### src/rtl/compressor_bench_pkg.sv
// Shared constants and helpers for the compressor bench load/unload stages.
// Latency: n/a (package only).
// Backpressure: n/a (package only).
// Contents: FSM state encodings (S_IDLE, S_SHIFT, S_DONE), default result
// width, and a helper that sizes a bit counter able to hold 0..w.
package compressor_bench_pkg;

    // Default number of compressor result bits.
    localparam int DEFAULT_WIDTH = 19;

    // FSM state encodings (plain constants so older tools can consume them).
    localparam logic [1:0] S_IDLE  = 2'd0;
    localparam logic [1:0] S_SHIFT = 2'd1;
    localparam logic [1:0] S_DONE  = 2'd2;

    // Width of a counter that must represent every value from 0 to w.
    function automatic int cnt_width(input int w);
        return $clog2(w + 1);
    endfunction

endpackage

### src/rtl/result_serializer.sv
// Parallel-to-serial unload of the compressor result, streamed LSB-first.
// Latency: first bit valid the cycle after start; done pulses one cycle after the last accepted bit.
// Backpressure: ser_out/ser_valid hold while ser_ready is low; start is ignored while busy.
//
// Ports:
//   i_clk        rising-edge clock
//   i_rst        synchronous active-high reset (aborts any transfer, no done)
//   i_dst        parallel result, bit i = dst<i>, sampled only on an IDLE start
//   i_start      capture i_dst and begin a transfer
//   o_busy       high in SHIFT and DONE
//   o_ser_out    current serial bit (0 when not shifting)
//   o_ser_valid  o_ser_out holds a valid bit
//   i_ser_ready  downstream accepts o_ser_out this cycle
//   o_done       one-cycle pulse after the final bit is accepted
//
// Build option: define SERIALIZER_PARITY_EN to append an even-parity bit
// (XOR of the captured word) after dst<WIDTH-1>, making WIDTH+1 bits per word.
module result_serializer
    import compressor_bench_pkg::*;
#(
    parameter int WIDTH = DEFAULT_WIDTH,
    parameter int CNT_W = cnt_width(WIDTH)
) (
    input  logic             i_clk,
    input  logic             i_rst,
    input  logic [WIDTH-1:0] i_dst,
    input  logic             i_start,
    output logic             o_busy,
    output logic             o_ser_out,
    output logic             o_ser_valid,
    input  logic             i_ser_ready,
    output logic             o_done
);

`ifdef SERIALIZER_PARITY_EN
    // Parity rides in an extra top bit of the shift register, so it is
    // captured together with the word and falls out last.
    localparam int SR_W   = WIDTH + 1;
    localparam int LAST_I = WIDTH;
`else
    localparam int SR_W   = WIDTH;
    localparam int LAST_I = WIDTH - 1;
`endif

    // Index of the final bit; cnt stops here, it never wraps.
    localparam logic [CNT_W-1:0] LAST = CNT_W'(LAST_I);

    logic [1:0]       r_state;
    logic [SR_W-1:0]  r_shreg;
    logic [CNT_W-1:0] r_cnt;

    logic             w_hs;
    logic [SR_W-1:0]  w_load;

    assign w_hs = (r_state == S_SHIFT) && i_ser_ready;

`ifdef SERIALIZER_PARITY_EN
    assign w_load = {^i_dst, i_dst};
`else
    assign w_load = i_dst;
`endif

    always_ff @(posedge i_clk) begin
        if (i_rst) begin
            r_state <= S_IDLE;
            r_shreg <= '0;
            r_cnt   <= '0;
        end else begin
            case (r_state)
                S_IDLE: begin
                    if (i_start) begin
                        r_shreg <= w_load;
                        r_cnt   <= '0;
                        r_state <= S_SHIFT;
                    end
                end
                S_SHIFT: begin
                    if (w_hs) begin
                        if (r_cnt == LAST) begin
                            r_state <= S_DONE;
                        end else begin
                            r_shreg <= r_shreg >> 1;
                            r_cnt   <= r_cnt + CNT_W'(1);
                        end
                    end
                end
                S_DONE: begin
                    r_state <= S_IDLE;
                end
                default: begin
                    r_state <= S_IDLE;
                end
            endcase
        end
    end

    // All outputs decode directly from registers, so they are glitch-free
    // and stay put across stalls.
    assign o_busy      = (r_state == S_SHIFT) || (r_state == S_DONE);
    assign o_ser_valid = (r_state == S_SHIFT);
    assign o_ser_out   = (r_state == S_SHIFT) && r_shreg[0];
    assign o_done      = (r_state == S_DONE);

endmodule

### config.mk
export PLATFORM = sky130hd
export DESIGN_NAME = result_serializer
export DESIGN_NICKNAME = d
export VERILOG_FILES = /design/src/rtl/compressor_bench_pkg.sv /design/src/rtl/result_serializer.sv
export SDC_FILE = /design/constraint.sdc
export NUM_CORES = 1
export LEC_CHECK = 0
export BUFFER_PORTS_ARGS = -buffer_cell sky130_fd_sc_hd__buf_2
export CORE_MARGIN = 1
export CORE_UTILIZATION = 60
export CTS_BUF_LIST = sky130_fd_sc_hd__clkbuf_2
export DETAILED_ROUTE_END_ITERATION = 10
export PLACE_DENSITY = 0.93
export REMOVE_ABC_BUFFERS = 1
export SLEW_MARGIN = 20
export SYNTH_ARGS = -nofsm -noshare
export SYNTH_HDL_FRONTEND = slang
export SYNTH_SLANG_ARGS = --single-unit
### constraint.sdc
create_clock -name i_clk -period 4.8 [get_ports i_clk]
set_input_delay 0.24 -clock i_clk [delete_from_list [all_inputs] [get_ports i_clk]]
set_output_delay 0.24 -clock i_clk [all_outputs]
set_load 0.005 [all_outputs]
; Word-level counts from Yosys, hierarchy flattened
; Index checks and enable logic that the tools add are counted.
[word_totals]
reg_bits = 26
out_inout_bits = 4
elab_cells = 30
[op_classes]
add_sub_neg = 1
mux = 12
eq_ne = 7
n_reduce_logical = 7
[op_table]
columns = cell, n
row1 = 2-to-1 mux 19 bit, 3
row2 = case mux 19 bit (2 select lines), 1
row3 = 2-to-1 mux 5 bit, 3
row4 = case mux 5 bit (2 select lines), 1
row5 = 2-to-1 mux 2 bit, 3
row6 = "adder 5 x 1 -> 5 bit, second input constant", 1
row7 = "equality test 5 bit, second input constant", 1
row8 = "!= test 2 x 1 -> 1 bit, second input constant", 2
row9 = "!= test 2 bit, second input constant", 2
row10 = case mux 2 bit (2 select lines), 1
row11 = AND reduction 4 bit, 1
row12 = AND reduction 3 bit, 1
row13 = "equality test 2 x 1 -> 1 bit, second input constant", 1
row14 = "equality test 2 bit, second input constant", 1
row15 = logical AND 1 bit, 2
row16 = logical NOT 2 bit, 1
row17 = nonzero test 2 bit, 1
row18 = logical OR 1 bit, 1

; Longest topological paths before layout
[logic_depth]
ltp_word = 4
mapped_depth = 8
ltp_nobuf = 6

; Worst setup path after synthesis
; No wires, ideal clock.
[synth_timing]
path_kind = reg2reg
from = reg r_state[1]
to = reg r_shreg[1]
path_slack_ps = 3225
stages_incl_launch_ff = 8
setup_time_ps = 146
t_arrival_ps = 1429
path_cell_list = dfxtp_1 inv_1 ha_1 buf_2 nand2_1 o31ai_4 buf_4 a211oi_2
[synth_between]
elab_chain_len = 4
[synth_rtl]
columns = element, line
row1 = "start, declared", result_serializer.sv:48  ; logic [1:0] r_state;
row2 = "start signal, assigned", result_serializer.sv:65  ; r_state <= S_IDLE;
row3 = "start signal, assigned", result_serializer.sv:74  ; r_state <= S_SHIFT;
row4 = "start signal, assigned", result_serializer.sv:80  ; r_state <= S_DONE;
row5 = equality test 2 x 1 -> 1 bit *, n/a
row6 = net o_ser_valid, result_serializer.sv:30  ; output logic o_ser_valid,
row7 = logical AND 1 bit, result_serializer.sv:55  ; assign w_hs = (r_state == S_SHIFT) && i_ser_ready;
row8 = != test 2 x 1 -> 1 bit (no source line), n/a
row9 = AND reduction 4 bit (no source line), n/a
row10 = "end signal, assigned", result_serializer.sv:72  ; r_shreg <= w_load;
row11 = "end signal, assigned", result_serializer.sv:82  ; r_shreg <= r_shreg >> 1;
row12 = "end, declared", result_serializer.sv:49  ; logic [SR_W-1:0] r_shreg;
; The timed path passes the listed nets; every way through them passes the cells marked *.
; A chain may end at the register's enable or synchronous reset.

; Worst setup path after layout
[layout_timing]
from = reg r_state[1]
to = reg r_shreg[5]
[layout_between]
elab_chain_len = 4
[layout_rtl]
columns = element, line
row1 = equality test 2 x 1 -> 1 bit, "result_serializer.sv:55, result_serializer.sv:69"
row2 = logical AND 1 bit, result_serializer.sv:55
row3 = != test 2 x 1 -> 1 bit (no source line), n/a
row4 = AND reduction 4 bit (no source line), n/a
; Several ways; a longest one is shown, not always the timed one.

==> results.md <==
- The post-cts sizing count is 0.
- Of the cells placed in the final design, the portion with a size suffix greater than 1 is 32.5%.
- Summing the sequential cell areas from Yosys gives 37.7% of the chip area.
- Along the worst hold path, the cell count comes to 3.
- The total of buffers placed on input and output ports is 26.
- The count of TritonRoute iterations in the first routing pass is 4.
- The detailed router finished its first iteration with 18 violations.
- The number of max-slew violations in the final report is 0.
- In this run the static leakage power is 0.587 nW.
- Walking the worst path, the cells encountered are inv_1 -> ha_1 -> buf_4 -> nand2_1 -> o31ai_4 -> buf_4 -> nor2_1 -> a211oi_2.
- Counting cells, the worst reg-to-reg path comes to 8.
- For this run, the share of the core covered by cells in the final layout is 73.4%.
- Global routing used 22.9% of the available tracks across all layers.
- The clock network burns 18.1% of the power.
- Once the clock tree was built, the setup fixing pass inserted 0 buffers.
- The actual transition at the worst max-transition pin is 0.668 ns.
- The multi-input combinational cells in the finished layout cover a total of 779 um2.
- Of the total power, the share spent switching nets is 32.4%.
- The post-route clock skew is 0.00479 ns.
- The non-filler instance count after layout is 187.
- The core region is 0.00206 mm2.
- The number of antenna diodes in the final layout is 0.
- The analysis attributes to net switching a power of 148 uW.
- Clock tree synthesis found a total of 26 sinks.
- The maximum fanout count along the critical path is 40.
- The number of buffers inserted during clock tree synthesis is 3.
- In the final routed layout, each cell accounts on average for 13.9 um.
- In the final timing run, aggregate negative setup slack is 0 ns.
- Counting both buffers and inverters, the worst setup path holds a total of 3.
- The internal power consumption is 308 uW.
- Grouping stages by cell kind, the critical path spends the most delay in buffers and inverters.
- Using the TritonRoute via totals, the vias-per-cell ratio works out to 5.82.
- STA classifies the critical path startpoint as a flip-flop.
- The critical path's largest stage delay is 0.45 ns.
- The number of synthesized register bits is 26.
- The worst path needs 2.28 ns of the cycle, external delays included.
- The initial antenna violation count is 0.
- The worst-case headroom to the max-slew limit is 55.5%.
- The synthesized netlist occupies a cell area of 0.00138 mm2.
- In this design, the critical path's most frequently occurring cell is sky130_fd_sc_hd__buf_4.
- The path category of the worst min-delay check is in -> reg.
- On the final layout, the worst hold slack is 0.143 ns.
- The final antenna-violating net count is 0.
- After floorplanning, the core was divided into 16 placement rows.
- Max-cap violations in this run came to 0.
- The post-route total power is 456 uW.
- Setup repair after global routing left no endpoint under its margin.
- The clock reaches the later pin of the worst-skew pair after 0.35 ns.
- The final standard cell area without fillers is 0.00151 mm2.
- The final RePlAce weighted congestion is 0.887.
- The flip-flop and latch area is 520 um2.
- The logic gate share of total power is 27.1%.
- Measured along the y axis, the die boundary spans 49.9 um.
- The startpoint-to-endpoint class of the critical path is reg -> reg.
- Clock-pin slew was measured on the worst setup and hold paths at 0.23 ns.
- The average cell area after synthesis is 9.99 um2.
- The via count of the first global-routing pass is 1019.
- The instance count after placement with tap cells included is 183.
- Entering global routing, the biggest net connects 41 pins.
- The maximum vdd drop is 0.171 mV.
- After layout, the worst setup slack is 2.52 ns.
- Synthesis handed over a netlist of 138 instances.
- Detailed placement ended at an HPWL of 1860 um.
- The power density over the cells is 302 mW/mm2.
- In the final design database the tool counted 189 nets.
- After detailed routing, the total wire length is 2600 um.
- The filler cell count is 153.
- The slowest stage of the critical path is the sky130_fd_sc_hd__buf_4 cell.
- Setup violations remaining at the end of the flow were counted as 0.
- Sequential cells account for 54.7% of the total power.
- The highest achievable clock rate is 0.439 GHz.
- Global routing finished with a remaining overflow of 0.
- The CTS tree is built.
- The instance area at placement is 0.00149 mm2.
- Before CTS, the worst setup slack after placement is 2.59 ns.
- For this run, the number of Yosys warnings is 0.
- In the routed design, unresolved DRC markers number 0.
- Once the floorplan was initialized, standard cells occupied 66.9% of the core.
- The prevailing post-synth register cell is sky130_fd_sc_hd__dfxtp_1.
- In this run the count of I/O pins placed on the die edge is 27.
- Counting buffers and inverters, the worst setup path is 8 cells deep.
- From left edge to right edge, the die measures 49.9 um.
- The final period utilization is 47.4%.
- The number of different library cells used by synthesis comes to 29.
- The run finished with clean final reports.
- Detailed routing inserted a total of 1089 vias.
- The hold buffer count at cts is 0.
- The count of flip-flops with a built-in enable after synthesis is 0.
- The data arrival time at the worst-slack endpoint is 2.57 ns.
- The setup slack on the worst flop-to-flop path is 2.52 ns.
- The total count of hold-check failures in the final report is 0.
- The growth of design area from synthesis to finish is 9.71%.
- The clock tree root buffer cell is sky130_fd_sc_hd__clkbuf_2.
- The required arrival time at the worst endpoint is 5.10 ns.
- The first-pass GRT wire length is 4330 um.
- The largest buffer count on any clock path is 2.
- CTS built an H-tree with a depth of 1.
- The proportion of synthesized flip-flops having asynchronous set or reset is 0%.
- The overall die area is 0.00249 mm2.
- The type of element capturing the critical path is a flip-flop.
[routing by layer]
layer,part of all wire [%],up-vias,track usage (%)
met3,3.2,9,3.40
met2,52,29,42.1
met4,2.2,0,10.5
li1,-,539,-
met1,43,512,25.6
met5,0,-,0
[power by group through the flow]
stage               sequential (mW)  combinational [mW]  clock, mW
floorplan                     0.251              0.0922          0
CTS                           0.250               0.125     0.0836
detailed placement            0.255               0.125          0
global placement              0.253               0.115          0
global route                  0.253               0.136     0.0936
finish                        0.250               0.124     0.0827
[logic make-up after synthesis]
logic type / after synthesis / synth area share, %
simple gates: 48 / 16.2
flops: 26 / 37.7
compound gates: 25 / 21.1
mux: 20 / 14.6
buf+inv: 14 / 5.72
fa+ha+maj: 5 / 4.54
[area by class of cell]
| class | count | share of cell area, % |
|---|---|---|
| clock inverter | 1 | 0.248 |
| sequential | 26 | 34.4 |
| inverter | 4 | 0.993 |
| clock buffer | 3 | 0.993 |
| multi-input combinational | 98 | 51.5 |
| tap | 27 | 2.23 |
| timing repair buffer | 28 | 9.59 |
[tightest hold or removal path, stage by stage]
cell                     delay, ns
sky130_fd_sc_hd__buf_2        0.12
sky130_fd_sc_hd__nor2_1       0.08
sky130_fd_sc_hd__nor4_1       0.05
[synth_stat cells, types with 2 or more instances]
cell type	number	area, um2
sky130_fd_sc_hd__ha_1	5	62.6
sky130_fd_sc_hd__nand3_1	2	10.0
sky130_fd_sc_hd__nor2_1	26	97.6
sky130_fd_sc_hd__nand2_1	6	22.5
sky130_fd_sc_hd__mux2i_1	19	190
sky130_fd_sc_hd__and2_1	2	12.5
sky130_fd_sc_hd__a311oi_1	2	17.5
sky130_fd_sc_hd__dfxtp_1	26	521
sky130_fd_sc_hd__a211oi_2	18	225
sky130_fd_sc_hd__clkbuf_1	2	7.51
sky130_fd_sc_hd__buf_4	2	15.0
sky130_fd_sc_hd__buf_6	2	22.5
sky130_fd_sc_hd__nand2b_1	2	12.5
sky130_fd_sc_hd__inv_1	4	15.0
sky130_fd_sc_hd__buf_2	3	15.0
sky130_fd_sc_hd__nor3_1	4	20.0
[placed cells by master, fill, tap and decap left out, drive strengths merged, types with 2 or more instances in the layout]
master | Yosys | final
nand2b | 2 | 2
nor2 | 26 | 26
clkbuf | 2 | 3
nor3 | 4 | 4
nand2 | 6 | 6
inv | 4 | 4
a211oi | 18 | 18
and2 | 2 | 2
mux2i | 19 | 19
ha | 5 | 5
a311oi | 2 | 2
o31ai | 2 | 2
buf | 8 | 28
nand3 | 2 | 2
dfxtp | 26 | 26
[flip-flops by register name, indices dropped and copies added (netlist names)]
signal   cells
r_shreg     19
r_cnt        5
r_state      2
[worst paths after layout]
check | startpoint | to
hold reg to reg | r_shreg[18] | r_shreg[18]
setup / recovery | r_state[1] | r_shreg[5]
hold / removal | i_start | r_state[0]
setup reg to reg | r_state[1] | r_shreg[5]
Note: power is estimated with default switching activity, not from simulation.
